==> src/rtl/aska_ch_sched.sv <==
// aska_ch_sched: round-robin scheduler sharing one NPG among NCH electrode-pair channels
// Optional WAIT_PULSE timeout with sticky fault flag enabled by ASKA_SCHED_TIMEOUT_EN.
module aska_ch_sched #(
    parameter int NCH         = 4,
    parameter int IDX_W       = 2,
    parameter int GAP_CYC     = 2,
    parameter int TIMEOUT_CYC = 8192
) (
    input  logic             clk_i,
    input  logic             resetn_i,
    input  logic             cfg_we_i,
    input  logic [IDX_W-1:0] cfg_addr_i,
    input  logic [31:0]      cfg_ele1_i,
    input  logic [31:0]      cfg_ele2_i,
    input  logic [NCH-1:0]   ch_mask_i,
    input  logic             sched_en_i,
    input  logic             pulse_active_i,
    output logic [31:0]      ele1_o,
    output logic [31:0]      ele2_o,
    output logic             npg_enable_o,
    output logic [IDX_W-1:0] cur_ch_o,
    output logic             busy_o,
    output logic             timeout_flag_o
);
    typedef enum logic [2:0] {S_IDLE, S_SELECT, S_ARM, S_WAIT_PULSE, S_WAIT_END, S_GAP} state_e;

    if (NCH < 2 || NCH > 8 || IDX_W != $clog2(NCH) || GAP_CYC < 1 || GAP_CYC > 15 ||
        TIMEOUT_CYC < 1 || TIMEOUT_CYC > 16384) begin : g_bad_param
        $error("aska_ch_sched: parameter out of range");
    end

    state_e           state_q;
    logic [IDX_W-1:0] cur_ch_q;
    logic [31:0]      ele1_q;
    logic [31:0]      ele2_q;
    logic             en_q;
    logic [3:0]       gap_q;
    logic             first_q;
    logic [31:0]      ch_ele1_q [NCH];
    logic [31:0]      ch_ele2_q [NCH];
    logic [IDX_W-1:0] sel_d;
    logic [IDX_W-1:0] idx_d;
    logic             sel_ok_d;
    logic             to_hit_d;

    always_ff @(posedge clk_i or negedge resetn_i) begin
        if (!resetn_i) begin
            for (int c = 0; c < NCH; c++) begin
                ch_ele1_q[c] <= '0;
                ch_ele2_q[c] <= '0;
            end
        end else begin
            for (int c = 0; c < NCH; c++) begin
                if (cfg_we_i && cfg_addr_i == IDX_W'(c)) begin
                    ch_ele1_q[c] <= cfg_ele1_i;
                    ch_ele2_q[c] <= cfg_ele2_i;
                end
            end
        end
    end

    // Walk offsets from far to near so the nearest enabled channel wins.
    always_comb begin
        sel_d    = '0;
        sel_ok_d = 1'b0;
        idx_d    = '0;
        for (int k = NCH; k >= 1; k--) begin
            idx_d = first_q ? IDX_W'(k - 1) : IDX_W'((int'(cur_ch_q) + k) % NCH);
            if (ch_mask_i[idx_d]) begin
                sel_d    = idx_d;
                sel_ok_d = 1'b1;
            end
        end
    end

`ifdef ASKA_SCHED_TIMEOUT_EN
    logic [13:0] to_cnt_q;
    logic        to_flag_q;

    assign to_hit_d = state_q == S_WAIT_PULSE && !pulse_active_i && to_cnt_q == 14'(TIMEOUT_CYC - 1);

    always_ff @(posedge clk_i or negedge resetn_i) begin
        if (!resetn_i) begin
            to_cnt_q  <= '0;
            to_flag_q <= 1'b0;
        end else begin
            to_cnt_q <= (state_q == S_WAIT_PULSE) ? to_cnt_q + 14'd1 : '0;
            if (to_hit_d) to_flag_q <= 1'b1;
        end
    end

    assign timeout_flag_o = to_flag_q;
`else
    assign to_hit_d       = 1'b0;
    assign timeout_flag_o = 1'b0;
`endif

    always_ff @(posedge clk_i or negedge resetn_i) begin
        if (!resetn_i) begin
            state_q  <= S_IDLE;
            cur_ch_q <= '0;
            ele1_q   <= '0;
            ele2_q   <= '0;
            en_q     <= 1'b0;
            gap_q    <= '0;
            first_q  <= 1'b1;
        end else begin
            case (state_q)
                S_IDLE: if (sched_en_i && |ch_mask_i) state_q <= S_SELECT;
                S_SELECT: begin
                    if (sel_ok_d) begin
                        cur_ch_q <= sel_d;
                        first_q  <= 1'b0;
                        state_q  <= S_ARM;
                    end else begin
                        state_q <= S_IDLE;
                    end
                end
                S_ARM: begin
                    ele1_q  <= ch_ele1_q[cur_ch_q];
                    ele2_q  <= ch_ele2_q[cur_ch_q];
                    en_q    <= 1'b1;
                    state_q <= S_WAIT_PULSE;
                end
                S_WAIT_PULSE: begin
                    if (pulse_active_i) begin
                        state_q <= S_WAIT_END;
                    end else if (!sched_en_i || !ch_mask_i[cur_ch_q]) begin
                        en_q    <= 1'b0;
                        state_q <= S_IDLE;
                    end else if (to_hit_d) begin
                        en_q    <= 1'b0;
                        gap_q   <= 4'(GAP_CYC - 1);
                        state_q <= S_GAP;
                    end
                end
                // Once the pulse has started it always runs to completion.
                S_WAIT_END: begin
                    if (!pulse_active_i) begin
                        en_q    <= 1'b0;
                        gap_q   <= 4'(GAP_CYC - 1);
                        state_q <= S_GAP;
                    end
                end
                S_GAP: begin
                    if (gap_q == '0) state_q <= sched_en_i ? S_SELECT : S_IDLE;
                    else gap_q <= gap_q - 4'd1;
                end
                default: state_q <= S_IDLE;
            endcase
        end
    end

    assign ele1_o       = ele1_q;
    assign ele2_o       = ele2_q;
    assign npg_enable_o = en_q;
    assign cur_ch_o     = cur_ch_q;
    assign busy_o       = state_q != S_IDLE;
endmodule

==> config.mk <==
export PLATFORM = sky130hd
export DESIGN_NAME = aska_ch_sched
export DESIGN_NICKNAME = d
export VERILOG_FILES = /design/src/rtl/aska_ch_sched.sv
export SDC_FILE = /design/constraint.sdc
export NUM_CORES = 1
export LEC_CHECK = 0
export BUFFER_PORTS_ARGS = -buffer_cell sky130_fd_sc_hd__buf_4
export CORE_MARGIN = 1
export CORE_UTILIZATION = 35
export DETAILED_ROUTE_END_ITERATION = 10
export HOLD_SLACK_MARGIN = 0.05
export REMOVE_ABC_BUFFERS = 1
export SLEW_MARGIN = 15
export SYNTH_ARGS = -nofsm -noshare
export SYNTH_HDL_FRONTEND = slang
export SYNTH_SLANG_ARGS = --single-unit
==> constraint.sdc <==
create_clock -name clk_i -period 3.85 [get_ports clk_i]
set_input_delay 0.1925 -clock clk_i [delete_from_list [all_inputs] [get_ports clk_i]]
set_output_delay 0.1925 -clock clk_i [all_outputs]
set_load 0.03 [all_outputs]
After elaboration in Yosys (flattened, before gate mapping)
Index checks and enable logic that the tools add are counted.

cells by class
  $add $sub $neg = 5
  $mul = 0
  div/mod/pow operators = 0
  order comparisons = 6
  eq/ne operators = 15
  shift-type cells = 0
  multiplexer cells = 43
  bitwise logic cells = 1
  reduce and logical (&&, ||, !) cells = 19

operators with widths
  cell                   number
  $bmux W32 S2           2
  $mux W32               4
  $mux W2                9
  $pmux W3 S6            1
  $lt A2 B3 Y1 const B   5
  $mux W3                5
  $mux W1                13
  $ne A2 B2 Y1 const B   6
  $bmux W1 S2            5
  $mux W4                2
  $pmux W4 S2            1
  $reduce_and A4 Y1      2
  $eq A3 B2 Y1 const B   2
  $eq A3 B3 Y1 const B   2
  $reduce_bool A3 Y1     2
  $logic_and A1 B1 Y1    5
  $add A2 B1 Y2 const B  2
  $add A2 B2 Y2 const B  2
  $eq A2 B2 Y1 const B   2
  $logic_not A4 Y1       1
  $reduce_or A4 Y1       1
  $sub A4 B1 Y4 const B  1
  $eq A3 B1 Y1 const B   1
  $ge A3 B3 Y1 const B   1
  11 further kinds       12

word-level totals
  flip-flop bits (word level) = 331
  bits in latches = 0
  RAM bits = 0
  ROM bits = 0
  input bits = 75
  output and inout bits = 69
  word-level logic and storage cells = 104
  memories = 0

Depth between registers and ports, before layout
Gate-level depths: netlist (run 1).

  word-level depth = 10
  depth in mapped cells = 7
  depth with buffers taken out = 6

Worst setup path before layout (run 1)
Ideal clock, no wire load.

  path type = register to register
  start point = register cur_ch_q[0], in the netlist cur_ch_o[0]
  end point = register ele1_q[0], in the netlist ele1_o[0]
  setup time = 0.125 ns
  arrival = 1.833 ns
  required time = 3.725 ns
  path slack = 1.893 ns
  stages on the path, launching flop included = 5
  buffers on the path = 2
  clock period less this slack = 1.957 ns
  path through = dfrtp_1 > buf_6 > buf_2 > mux4_2 > mux2_2

between the ends
  cells in the longest elaborated chain, start to end = 4

RTL lines
  what                                          RTL line  RTL
  start, declared                               33        logic [IDX_W-1:0] cur_ch_q;
  start signal, assigned                        112       cur_ch_q <= sel_d;
  $not A2 Y3 (not written as such)              120       ele1_q <= ch_ele1_q[cur_ch_q];
  $bmux W32 S2                                  120
  $mux W32 (not written as such) (2 in series)  120
  end signal, assigned                          120
  end, declared                                 34        logic [31:0] ele1_q;

Every way passes these cells. The select of a mux whose other input is x is not followed.
A chain may end at the register's enable or synchronous reset.

Worst setup path in the final report (run 1)
  start point = register cur_ch_q[0], in the netlist cur_ch_o[0]
  end point = register cur_ch_q[0], in the netlist cur_ch_o[0]

between the ends
  cells in the longest elaborated chain, start to end = 9
  elaborated cells between the ends (all ways) = 25
  classes of those cells = 4 x add/sub; 20 x mux; 1 x reduce/logical

RTL lines
  what                           RTL line  RTL
  $add A2 B1 Y2                  68        idx_d = first_q ? IDX_W'(k - 1) : IDX_W'((int'(cur_ch_q) + k) % NCH);
  $mux W2                        68
  $bmux W1 S2                    69        if (ch_mask_i[idx_d]) begin
  $mux W1 (not written as such)  69
  $mux W1 (4 in series)          69
  $reduce_and A2 Y1 (no line)    n/a

Parallel ways exist; a longest one is shown, timed or not. The select of a mux whose other input is x is not followed.

==> results of run 1 <==
==> how the worst max path moves through the flow <==
stage                           to  slack (ns)  cells past startpoint
floorplan           ch_ele1_q[100]       -1.79                      2
global placement       cur_ch_o[0]        1.26                      5
detailed placement       ele2_o[0]        1.25                      3
CTS                     ele1_o[15]        1.22                      3
global route           cur_ch_o[0]        1.11                      5
finish                 cur_ch_o[0]        1.32                      5
==> what timing repair did <==
item | in CTS | in global routing
gates resized for setup | 0 | 0
endpoints found under the hold margin | 369 | 0
hold buffers | 69 | 0
setup buffers | 0 | 0
==> cell families after synthesis <==
logic type,Yosys count,synth area share
muxes,386,0.358
DFF,331,0.584
buffers and inverters,58,0.0220
and+or+nand+nor,42,0.0177
AOI/OAI and AO/OA,35,0.0163
adders and majority gates,2,0.00176
other,1,0.000264
==> flip-flops by register name, summed over array words and instances, names as in the netlist <==
register,cells
ele2_o,32
ele1_o,32
ch_ele1_q,128
first_q,1
cur_ch_o,2
npg_enable_o,1
ch_ele2_q,128
gap_q,4
state_q,3
==> synth_stat cells, drive strengths merged (3+ instances only) <==
| library cell | instances | share of area |
|---|---|---|
| or4 | 3 | 0.0017 |
| clkbuf | 13 | 0.0041 |
| a211oi | 3 | 0.0016 |
| dfrtp | 330 | 0.58 |
| inv | 5 | 0.0013 |
| mux2 | 320 | 0.25 |
| buf | 39 | 0.016 |
| mux4 | 65 | 0.10 |
| nor3 | 3 | 0.0014 |
| o21ai | 9 | 0.0032 |
| a21oi | 4 | 0.0014 |
| nand3b | 4 | 0.0021 |
| a22o | 5 | 0.0031 |
| nand2b | 3 | 0.0013 |
| nand3 | 6 | 0.0021 |
| o31ai | 3 | 0.0016 |
| o22ai | 3 | 0.0013 |
| nand2 | 7 | 0.0019 |
| nor2 | 5 | 0.0015 |
==> critical path, delay by kind of cell, from the launching register on <==
family,cells,cell delay [ns]
flip-flops,1,1.11
AND/OR/NAND/NOR,4,1.03
AO/OA/AOI/OAI,1,0.30
==> power breakdown <==
part,internal (mW),switching (mW)
combinational,2.30,1.87
sequential,4.40,0.810
clock,2.23,1.42
total,8.93,4.10
==> cell type report <==
cell class | count | share of cell area
Sequential cell | 331 | 0.466
Clock inverter | 9 | 0.00660
Tap cell | 525 | 0.0369
Antenna cell | 2 | 0.000281
Clock buffer | 61 | 0.0657
Inverter | 5 | 0.00105
Multi-Input combinational cell | 466 | 0.315
Timing Repair Buffer | 226 | 0.109
==> routing by layer <==
layer,GRT usage,vias to the layer above,routed length [microns]
li1,-,3638,-
met1,0.207,4302,13900
met2,0.249,154,14700
met3,0.0380,37,1650
met4,0.0465,0,548
met5,0,-,0
==> stage by stage <==
step	util	cell area (sq um)	power, mW	instances
6_report	0.447	17800	13.0	1625
4_1_cts	0.447	17800	13.3	1623
3_3_place_gp	0.397	15800	9.39	1484
5_1_grt	0.447	17800	13.8	1625
3_5_place_dp	0.397	15800	9.47	1484
2_1_floorplan	-	13900	8.09	802
==> qor.csv, run 1 <==
stage;metric;value;unit
timing;setup TNS;0;ns
timing;max_slew headroom;0.296;
die;# IOs;144;
die;Core ar.;39800;sq um
detailed_routing;initial DRC count;236;
synth;flops & latches, synth;331;
timing;hold_ws;0.0924;ns
die;die area;41300;sq um
timing;Tightest Pin Transition;1.06;ns
detailed_routing;via count;8131;
timing;# setup viols final;0;
die;die width;203;microns
layout;# nets final;1146;
critical_path;flop-to-flop setup slack;1.32;ns
min_path;hold path endpoint;cur_ch_o[1];
grt;vias in the first global route;8651;
job;Max-Cap Viols;0;
critical_path;data arrival time at the worst-slack endpoint;2.98;ns
placed_design;Routability Congestion;0.766;
critical_path;R2R depth;5;
clocking;Reg clk slew, reported paths;0.05;ns
grt;first-pass GRT wire length;49900;microns
clocking;TritonCTS Buffers;39;
synth;Unique masters post-synth;45;
die;Starting Density;0.356;
grt;antenna violations before repair;2;
synth;Post-synth ARST share;1.00;
critical_path;worst setup path startpoint;cur_ch_o[0];
layout;share of cells above drive strength 1;0.555;
synth;Seq/Total Area, Yosys;0.584;
power_and_ir_drop;leakage power;7.55;nW
placed_design;I/O Buffers;142;
critical_path;crit end category;flop;
timing;Clock Skew;0.0252;ns
timing;period utilization;0.657;
power_and_ir_drop;power per cell area;731;nW/um^2
detailed_routing;antenna-violating nets left;0;
layout;area grow syn2layout;25.6;%
synth;Syn Std Cell Area;14200;sq um
synth;EDFF count, synth;0;
critical_path;Worst Setup Path Type;flop to flop;
timing;number of hold violations in the final report;0;
timing;unrepaired setup endpoints after global routing;false;
grt;total track usage;0.155;
detailed_routing;Pre-antenna DRT Iters;4;
synth;count of mapped cells out of synthesis;855;
die;row count;73;
layout;Fillers;3667;
synth;top_reg_cell synth;dfrtp_1;
min_path;Tightest Hold Check Type;primary input to flop;
critical_path;Crit Reg-Reg Startpoint;cur_ch_o[0];
placed_design;detailed placer's ending HPWL;17900;microns
synth;warning count from the yosys run;0;
power_and_ir_drop;worst vdd ir;0.000465;V
clocking;CTS tree;done;
critical_path;CP Cell Sequence;nor3_1 > a22o_1 > or2_1 > or4_1 > nand4_1;
layout;Sequential Area;8290;sq um
layout;area of the multi-input gates;5610;sq um
clocking;Clock Latency Late Sink;0.55;ns
critical_path;crit path launch type;flop;
detailed_routing;drc violations;0;
timing;min cycle time layout;2.53;ns
critical_path;Crit path required time;4.30;ns
timing;setup slack after layout;1.32;ns
min_path;WHS Path Cells;3;
clocking;CTS max path bufs;3;
run_status;status;complete, no violations;
critical_path;Worst Path Max Fanout;57;
die;Die H;203;microns
layout;most common cell after layout, fill and taps aside;dfrtp_1;
detailed_routing;total wire length;30700;microns
critical_path;CP max-delay cell;dfrtp_4;
detailed_routing;DR WL/cell;18.9;microns
grt;gr ovfl total;0;
critical_path;Reg2Reg Capture Point;cur_ch_o[0];
min_path;HP Start;ch_mask_i[1];
layout;commonest non-fill, non-tap cells in the layout;328 x dfrtp_1, 320 x mux2_2, 151 x buf_4;
timing;Fmax;395;MHz
clocking;H-tree depth;2;
detailed_routing;Avg Vias per Cell;5.00;
timing;final slew viol count;0;
placed_design;dpl ws;1.25;ns
clocking;Root Buffer;clkbuf_16;
clocking;CTS sink cnt;331;
grt;largest net degree at the start of global routing;113;
critical_path;CP max stage delay;1.11;ns
synth;syn avg cell area;16.6;sq um
Power figures use the tool's default switching activity.
==> run 2, diff against run 1 <==
Clock period 3.85 ns to 2.3 ns, I/O delays scaled along.
==> run 2 against run 1 <==
  * Via count grew 0.38%
  * First-iteration DRC count down 11%
  * Flip-flop and latch count unchanged
  * Clock power rose by 63%
  * Die area unchanged
  * Utilization increased by 0.38 points
  * Clock-buffer cell count fell by 4
  * Combinational power up 80%
  * Critical endpoint is now cur_ch_o[1]
  * Highest routed layer is now met5
  * Routed wire length up 0.62%
  * Critical path depth decreased by 3
  * Largest power group unchanged
==> qor.csv, run 2 (synthesized netlist as in run 1, its figures left out) <==
stage;metric;value;unit
layout;Fillers;3635;
grt;largest net degree at the start of global routing;86;
clocking;TritonCTS Buffers;38;
die;# IOs;144;
detailed_routing;initial DRC count;209;
power_and_ir_drop;leakage power;7.62;nW
clocking;CTS max path bufs;3;
die;Starting Density;0.356;
critical_path;CP max stage delay;0.57;ns
critical_path;CP max-delay cell;dfrtp_4;
run_status;status;complete, no violations;
layout;commonest non-fill, non-tap cells in the layout;328 x dfrtp_1, 320 x mux2_2, 148 x buf_4;
layout;most common cell after layout, fill and taps aside;dfrtp_1;
clocking;post_cts resized;0;
clocking;Root Buffer;clkbuf_16;
power_and_ir_drop;switching part of the total;0.315;
critical_path;R2R depth;3;
die;Die H;203;microns
detailed_routing;Avg Vias per Cell;5.01;
grt;vias in the first global route;8874;
layout;# nets final;1154;
timing;unrepaired setup endpoints after global routing;false;
placed_design;detailed placer's ending HPWL;18200;microns
power_and_ir_drop;Clock Power Share;0.273;
critical_path;crit end category;primary output;
detailed_routing;drc violations;0;
timing;final slew viol count;0;
min_path;Tightest Hold Check Type;primary input to async pin;
critical_path;Crit path required time;2.18;ns
die;die width;203;microns
critical_path;Worst Setup Path Type;flop to primary output;
power_and_ir_drop;Tot Pwr;21.8;mW
critical_path;crit path launch type;flop;
critical_path;Crit Reg-Reg Startpoint;cur_ch_o[0];
layout;Cell Count, Final, Fillers Out;1630;
detailed_routing;Pre-antenna DRT Iters;4;
clocking;CTS sink cnt;331;
clocking;Clock Latency Late Sink;0.54;ns
job;Max-Cap Viols;0;
power_and_ir_drop;P_int;14.9;mW
clocking;CTS tree;done;
timing;Tightest Pin Transition;0.731;ns
detailed_routing;via count;8162;
timing;min cycle time layout;1.94;ns
layout;share of cells above drive strength 1;0.558;
timing;max_slew headroom;0.513;
grt;total track usage;0.156;
timing;period utilization;0.842;
critical_path;flop-to-flop setup slack;0.36;ns
critical_path;data arrival time at the worst-slack endpoint;1.82;ns
placed_design;Placed Instances;1491;
timing;setup TNS;0;ns
placed_design;I/O Buffers;142;
timing;Clock Skew;0.0115;ns
power_and_ir_drop;worst vdd ir;0.000731;V
detailed_routing;DR WL/cell;19.0;microns
timing;number of hold violations in the final report;0;
critical_path;Worst Path Buf+Inv;2;
grt;antenna violations before repair;2;
power_and_ir_drop;NetSw;6.87;mW
critical_path;Reg2Reg Capture Point;ele1_o[9];
critical_path;Worst Path Max Fanout;60;
clocking;post-CTS setup buffer count;0;
placed_design;Routability Congestion;0.712;
power_and_ir_drop;power per cell area;1210;nW/um^2
die;row count;73;
layout;area grow syn2layout;26.6;%
detailed_routing;total wire length;30900;microns
layout;Top Registers;ch_ele1_q: 128 flops, ch_ele2_q: 128 flops;
die;die area;41300;sq um
timing;# setup viols final;0;
grt;gr ovfl total;0;
power_and_ir_drop;share of power burned in registers;0.383;
grt;first-pass GRT wire length;50300;microns
clocking;Reg clk slew, reported paths;0.06;ns
detailed_routing;antenna-violating nets left;0;
critical_path;Crit path max-delay family;buffers and inverters;
power_and_ir_drop;Comb power frac;0.344;
die;Core ar.;39800;sq um
critical_path;CP Cell Sequence;buf_12 > buf_4;
timing;Fmax;516;MHz
clocking;H-tree depth;2;
run 2: changes by cell type in the layout (fill, tap and decap cells not counted), moves of 2 or more:
cell / previous run / this run
buf_12: 5 / 15
buf_4: 151 / 148
clkbuf_1: 12 / 9
clkinv_2: 3 / 6
clkbuf_8: 9 / 7
dlygate4sd3_1: 69 / 71
run 2: worst max path at each step:
stage	from	slack (ns)	end	depth (start not counted)
6_report	cur_ch_o[1]	0.36	cur_ch_o[1]	2
5_1_grt	cur_ch_o[1]	0.29	cur_ch_o[0]	5
4_1_cts	cur_ch_o[1]	0.32	cur_ch_o[1]	2
3_5_place_dp	cur_ch_o[0]	0.37	ele2_o[7]	3
3_3_place_gp	cur_ch_o[1]	0.39	cur_ch_o[0]	5
2_1_floorplan	cfg_addr_i[1]	-3.26	ch_ele1_q[100]	2
run 2: final cells by class:
type,count,area [sq um],share of cell area
Sequential cell,331,8290,0.462
Inverter,5,18.8,0.00104
Timing Repair Buffer,235,2140,0.119
Antenna cell,1,2.50,0.000139
Clock inverter,10,86.3,0.00481
Clock buffer,57,1160,0.0644
Multi-Input combinational cell,466,5610,0.312
Tap cell,525,657,0.0366
run 2: per-stage QoR:
step	setup slack, ns	utilization	hold WS [ns]	instance area (sq um)
after floorplan	-3.26	-	-0.181	13900
after global placement	0.393	0.402	0.188	16000
after detailed placement	0.368	0.402	0.188	16000
after CTS	0.324	0.451	0.174	18000
after global routing	0.288	0.451	0.192	18000
final	0.364	0.451	0.161	18000
run 2: power groups by stage:
stage                     clock, mW  sequential (mW)  combinational (mW)
after CTS                      6.18             8.37                7.65
final                          5.96             8.35                7.49
after global placement            0             8.43                7.41
after detailed placement          0             8.46                7.55
after global routing           6.42             8.56                8.08
after floorplan                   0             9.64                3.72
run 2: metal layers:
layer  vias to the layer above  part of all wire  GRT usage
li1                       3636                 -          -
met1                      4331              0.43      0.199
met2                       156              0.49      0.261
met3                        37             0.056     0.0433
met4                         2             0.015     0.0405
met5                         -           0.00042          0
run 2: timing repair:
item / 4_1_cts / 5_1_grt
hold endpoints to repair: 338 / 0
endpoints found under the setup margin: 0 / 0
hold buffers: 71 / 0
